--- config.mk ---
export PLATFORM = sky130hd
export DESIGN_NAME = led_pwm_chaser
export DESIGN_NICKNAME = d
export VERILOG_FILES = /design/src/rtl/led_pwm_chaser.sv
export SDC_FILE = /design/constraint.sdc
export NUM_CORES = 1
export LEC_CHECK = 0
export BUFFER_PORTS_ARGS = -buffer_cell sky130_fd_sc_hd__buf_2
export CAP_MARGIN = 20
export CORE_UTILIZATION = 47
export DETAILED_ROUTE_END_ITERATION = 10
export PLACE_DENSITY = 0.75
export SYNTH_ARGS = -nofsm -noshare
export SYNTH_HDL_FRONTEND = slang
export SYNTH_SLANG_ARGS = --single-unit
--- constraint.sdc ---
create_clock -name CLK -period 5.89 [get_ports CLK]
set_input_delay 1.178 -clock CLK [delete_from_list [all_inputs] [get_ports CLK]]
set_output_delay 1.178 -clock CLK [all_outputs]
set_load 0.05 [all_outputs]
--- src/rtl/led_pwm_chaser.sv ---
// N_LED PWM chaser: shared period counter, wrap-latched mode/duty, off/blink/chase/bounce.
// Optional LED_BREATHE_EN: mode 01 ramps an internal triangle duty instead of using duty.
module led_pwm_chaser #(
  parameter int unsigned N_LED        = 4,
  parameter int unsigned CNT_W        = 23,
  parameter int unsigned PERIOD       = 5_000_000,
  parameter int unsigned POS_W        = 2,
  parameter int unsigned BREATHE_STEP = 50_000
) (
  input  logic             CLK,
  input  logic             RST,
  input  logic             en,
  input  logic [1:0]       mode,
  input  logic [CNT_W-1:0] duty,
  output logic [N_LED-1:0] LED_out,
  output logic [POS_W-1:0] pos,
  output logic             period_tick
);

  typedef enum logic [1:0] {
    MODE_OFF    = 2'b00,
    MODE_BLINK  = 2'b01,
    MODE_CHASE  = 2'b10,
    MODE_BOUNCE = 2'b11
  } mode_e;

  typedef enum logic {
    DIR_UP   = 1'b0,
    DIR_DOWN = 1'b1
  } dir_e;

  localparam logic [CNT_W-1:0] CNT_LAST = CNT_W'(PERIOD - 1);
  localparam logic [POS_W-1:0] POS_LAST = POS_W'(N_LED - 1);

  logic [CNT_W-1:0] r_cnt;
  logic [CNT_W-1:0] r_duty_q;
  mode_e            r_mode_q;
  dir_e             r_dir;

  mode_e            w_mode_in;
  logic             w_wrap;
  logic             w_mode_chg;
  logic             w_on;
  logic [CNT_W:0]   w_duty_eff;
  logic [POS_W-1:0] w_pos_inc;
  logic [POS_W-1:0] w_pos_dec;
  logic [POS_W-1:0] w_pos_nxt;
  dir_e             w_dir_nxt;
  logic [N_LED-1:0] w_led;

  assign w_mode_in  = mode_e'(mode);
  assign w_wrap     = en && (r_cnt == CNT_LAST);
  assign w_mode_chg = (w_mode_in != r_mode_q);
  assign w_on       = ({1'b0, r_cnt} < w_duty_eff);
  assign w_pos_inc  = pos + 1'b1;
  assign w_pos_dec  = pos - 1'b1;

`ifdef LED_BREATHE_EN
  localparam logic [CNT_W+1:0] B_STEP = (CNT_W + 2)'(BREATHE_STEP);
  localparam logic [CNT_W+1:0] B_TOP  = (CNT_W + 2)'(PERIOD);
  localparam logic [CNT_W:0]   B_TOPN = (CNT_W + 1)'(PERIOD);

  logic [CNT_W:0]   r_bduty;
  dir_e             r_bdir;
  logic [CNT_W+1:0] w_bsum;

  assign w_bsum     = {1'b0, r_bduty} + B_STEP;
  assign w_duty_eff = (r_mode_q == MODE_BLINK) ? r_bduty : {1'b0, r_duty_q};

  // Triangle ramp advances once per wrap; any mode change restarts it from zero.
  always_ff @(posedge CLK) begin
    if (RST) begin
      r_bduty <= '0;
      r_bdir  <= DIR_UP;
    end else if (w_wrap) begin
      if (w_mode_chg) begin
        r_bduty <= '0;
        r_bdir  <= DIR_UP;
      end else if (r_mode_q == MODE_BLINK) begin
        if (r_bdir == DIR_UP) begin
          if (w_bsum >= B_TOP) begin
            r_bduty <= B_TOPN;
            r_bdir  <= DIR_DOWN;
          end else begin
            r_bduty <= w_bsum[CNT_W:0];
          end
        end else begin
          if ({1'b0, r_bduty} <= B_STEP) begin
            r_bduty <= '0;
            r_bdir  <= DIR_UP;
          end else begin
            r_bduty <= r_bduty - B_STEP[CNT_W:0];
          end
        end
      end
    end
  end
`else
  assign w_duty_eff = {1'b0, r_duty_q};
`endif

  // Bounce flips dir on the same step that lands on an endpoint, so endpoints are not repeated.
  always_comb begin
    w_pos_nxt = pos;
    w_dir_nxt = r_dir;
    if (w_mode_chg) begin
      w_pos_nxt = '0;
      w_dir_nxt = DIR_UP;
    end else if (N_LED > 1) begin
      case (r_mode_q)
        MODE_CHASE: w_pos_nxt = (pos >= POS_LAST) ? '0 : w_pos_inc;
        MODE_BOUNCE: begin
          if (r_dir == DIR_UP) begin
            if (pos >= POS_LAST) begin
              w_pos_nxt = w_pos_dec;
              w_dir_nxt = DIR_DOWN;
            end else begin
              w_pos_nxt = w_pos_inc;
              w_dir_nxt = (w_pos_inc == POS_LAST) ? DIR_DOWN : DIR_UP;
            end
          end else begin
            if (pos == '0) begin
              w_pos_nxt = w_pos_inc;
              w_dir_nxt = DIR_UP;
            end else begin
              w_pos_nxt = w_pos_dec;
              w_dir_nxt = (w_pos_dec == '0) ? DIR_UP : DIR_DOWN;
            end
          end
        end
        default: ;
      endcase
    end
  end

  always_comb begin
    w_led = '0;
    case (r_mode_q)
      MODE_BLINK: w_led = {N_LED{w_on}};
      MODE_CHASE, MODE_BOUNCE: begin
        for (int unsigned i = 0; i < N_LED; i++) begin
          if (pos == POS_W'(i)) w_led[i] = w_on;
        end
      end
      default: ;
    endcase
  end

  always_ff @(posedge CLK) begin
    if (RST) begin
      r_cnt       <= '0;
      r_duty_q    <= '0;
      r_mode_q    <= MODE_OFF;
      r_dir       <= DIR_UP;
      pos         <= '0;
      LED_out     <= '0;
      period_tick <= 1'b0;
    end else if (!en) begin
      r_cnt       <= '0;
      LED_out     <= '0;
      period_tick <= 1'b0;
    end else begin
      r_cnt       <= w_wrap ? '0 : r_cnt + 1'b1;
      LED_out     <= w_led;
      period_tick <= w_wrap;
      if (w_wrap) begin
        r_mode_q <= w_mode_in;
        r_duty_q <= duty;
        pos      <= w_pos_nxt;
        r_dir    <= w_dir_nxt;
      end
    end
  end

endmodule

==> results.md <==
* Average size of a mapped cell at 8.07 um^2
* Type of origin of the critical path: input port
* Maximum number of pins on one net before global-route repair at 30
* Global-route total usage across every layer at 18.7%
* Cell Int Power at 0.000538 W
* Share of power burned in the clock network at 40.2%
* Clock period minus worst slack at 2.91 ns
* Cell count after synthesis at 358
* Row count at 28
* Count of antenna-violating nets left after detailed routing at 0
* TritonCTS clock tree: built
* Instance count along the most critical hold path at 2
* Launching point of the worst reg2reg path: r_cnt[15]
* Class of the most critical hold timing path: flop to flop
* Placeable core region at 5920 um^2
* Run status: complete, no violations
* Worst flop-to-flop path endpoint: r_cnt[18]
* Antenna violations before repair at 0
* Number of sinks on the clock net at 56
* Number of buffers created by CTS at 5
* Relative contribution of sequential cells to total power at 56.6%
* DRT Pass-1 Iters at 4
* Initial DRC count at 112
* Number of buffers on the longest clock path at 2
* Total global routing overflow at 0
* Capturing element type of the critical path: flop
* Sequential area share after synthesis at 38.8%
* Pwr dens at 207 nW/um^2
* Top library cells by usage in the layout, fill and taps aside: 65 x sky130_fd_sc_hd__nand2_1, 56 x sky130_fd_sc_hd__dfxtp_1, 39 x sky130_fd_sc_hd__a21oi_1
* Actual slew at the worst max-slew pin at 0.981 ns
* Routability Congestion at 0.796
* Most common cell after layout, fill and taps aside: sky130_fd_sc_hd__nand2_1
* Routed vias/inst at 5.20
* Global-route wire length before repair at 9530 um
* Level count of the clock H-tree at 2
* Required time at the endpoint of the critical path at about 6 ns
* DIE HEIGHT at 80.4 um
* Leakage power of the design at approximately 1.2 nW
* Clock transition at the register clock pins on the worst setup and hold paths after CTS at 0.10 ns
* Number of distinct standard cells referenced by the synthesized netlist at 39
* Final number of hold-violating endpoints at 0
* Ratio of final minimum period to clock period at 49.4%
* Placed Instance Area at 3110 um^2
* Setup CP Type: input port to flop
* Initial core utilization at 48.8%
* Worst relative slew slack at 34.0%
* Flops & latches, synth at 56
* Top FF cell, synth: sky130_fd_sc_hd__dfxtp_1
* Worst vdd rail ir drop at roughly 0.09 mV
* Setup repair after global routing missed its margin: no
* Antenna cells at 0
* Worst-path maximum fanout at 23
* Drc violations at 0
* Routed wirelength normalized by instance count at 12.1 um
* HPWL after DPL at 4110 um
* Area enclosed by the die boundary at 6460 um^2
* P&R area growth vs syn at 12.1%
* Total negative slack at 0 ns
* Number of warnings issued by yosys at 0
* Arrival time at the worst endpoint at 3.08 ns
* Later-pin clock latency in the skew report at 0.31 ns
* Share of post-route cells with drive strength above 1 at 12.6%
* Fmax at 344 MHz
* Post-CTS Setup Bufs at 0
* Final design area excluding fillers at roughly 3200 um^2
* Min-delay src: r_duty_q[1]
* Power dissipated by switching net loads at approximately 0.00013 W
* Root Buffer: sky130_fd_sc_hd__clkbuf_8
* Number of enable-type register cells in the synthesized netlist at 0
* Max Transition Viols Final at 0
* Logic gate share of total power at 3.2%
* Reg-to-reg slack, setup at 3.01 ns
* Post-Syn Area at 2890 um^2
* Net switching share of the total power at 19.8%
* Number of buffers inserted by hold repair at cts at 0
* Final clock skew at 0.0115 ns
* Die X-Extent at 80.4 um
* Final Routed Wirelength at ~5600 um
* Port Buf Inserts at 34
* Number of endpoints failing setup at the final stage at 0
* Worst r2r path cells at 5
* Nets@finish at 444
* WHS Endpoint: r_duty_q[1]
* Routed via count at 2413
* Post-Synthesis Net Count at ~410
* Maximum capacitance violations at 0
* Total I/O pin count at 35
* Via count of the first global-routing pass at about 2200
* CTS resizes at 0
* Share of synthesized registers carrying an async set or reset at 0%
-- cells by family after synthesis --
family / Yosys count / synth area share, %
simple gates: 154 / 24.8
mux: 2 / 0.693
buf+inv: 41 / 5.76
compound gates: 54 / 10.8
fa+ha+maj: 28 / 12.1
xor+xnor: 23 / 6.98
flops: 56 / 38.8
-- cells in the mapped netlist (4+ instances only) --
library cell,count,share of area (%)
sky130_fd_sc_hd__dfxtp_1,56,39
sky130_fd_sc_hd__xor2_1,17,5.2
sky130_fd_sc_hd__and3_1,6,1.3
sky130_fd_sc_hd__nand4_1,10,2.2
sky130_fd_sc_hd__a21oi_1,39,6.8
sky130_fd_sc_hd__nand3_1,17,2.9
sky130_fd_sc_hd__nor3_1,8,1.4
sky130_fd_sc_hd__nor2_1,34,4.4
sky130_fd_sc_hd__buf_2,4,0.69
sky130_fd_sc_hd__inv_1,29,3.8
sky130_fd_sc_hd__clkbuf_1,7,0.91
sky130_fd_sc_hd__ha_1,28,12
sky130_fd_sc_hd__o21ai_0,5,0.87
sky130_fd_sc_hd__xnor2_1,6,1.8
sky130_fd_sc_hd__nand2_1,65,8.4
-- worst max-delay path, stage by stage --
cell                      delay, ns
sky130_fd_sc_hd__buf_2         0.10
sky130_fd_sc_hd__or3b_2        0.50
sky130_fd_sc_hd__or4_1         0.55
sky130_fd_sc_hd__nand3_1       0.63
sky130_fd_sc_hd__nor2_1        0.12
-- area by class of cell --
type,count,area (um^2)
well taps,75,93.8
repair buffers,35,178
clock inverters,1,30.0
multi-input cells,261,1610
flip-flops and latches,56,1120
inverters,29,109
fillers,568,2680
clock buffers,7,96.3
-- power by group through the flow --
| stage | combinational (W) | clock [W] | sequential (W) |
|---|---|---|---|
| 5_1_grt | 0.0000242 | 0.000291 | 0.000380 |
| 4_1_cts | 0.0000217 | 0.000276 | 0.000380 |
| 6_report | 0.0000217 | 0.000270 | 0.000380 |
| 3_3_place_gp | 0.0000212 | 0 | 0.000389 |
| 2_1_floorplan | 0.0000101 | 0 | 0.000388 |
| 3_5_place_dp | 0.0000216 | 0 | 0.000389 |
-- stage by stage --
step                setup WS, ns  total power [W]  instances  utilization, %  hold WS [ns]
finish                      2.98         0.000671        464            54.7         0.455
global route                2.84         0.000695        464            54.7         0.474
CTS                         3.01         0.000678        464            54.7         0.458
detailed placement          2.67         0.000410        456            52.5         0.444
global placement            2.72         0.000410        456            52.5         0.440
floorplan                   3.13         0.000398        358               -         0.432
-- worst max-delay path by stage --
stage / from / end / slack [ns] / cells past startpoint
after global routing: r_cnt[15] / r_cnt[21] / 2.84 / 5
after detailed placement: en / r_cnt[17] / 2.67 / 5
after CTS: en / r_cnt[17] / 3.01 / 5
after floorplan: en / r_dir / 3.13 / 5
final: en / r_cnt[18] / 2.98 / 5
after global placement: en / r_cnt[18] / 2.72 / 5
-- metal layers --
metal	track usage (%)	part of all wire [%]
met1	23.2	49
met2	32.8	48
met3	2.95	2.2
met4	5.89	0.98
met5	0	0
-- registers in the layout (all words and copies together), names as in the netlist --
name / cells
LED_out: 4
period_tick: 1
pos: 2
r_cnt: 23
r_dir: 1
r_duty_q: 23
r_mode_q: 2
Note: power is estimated with default switching activity, not from simulation.
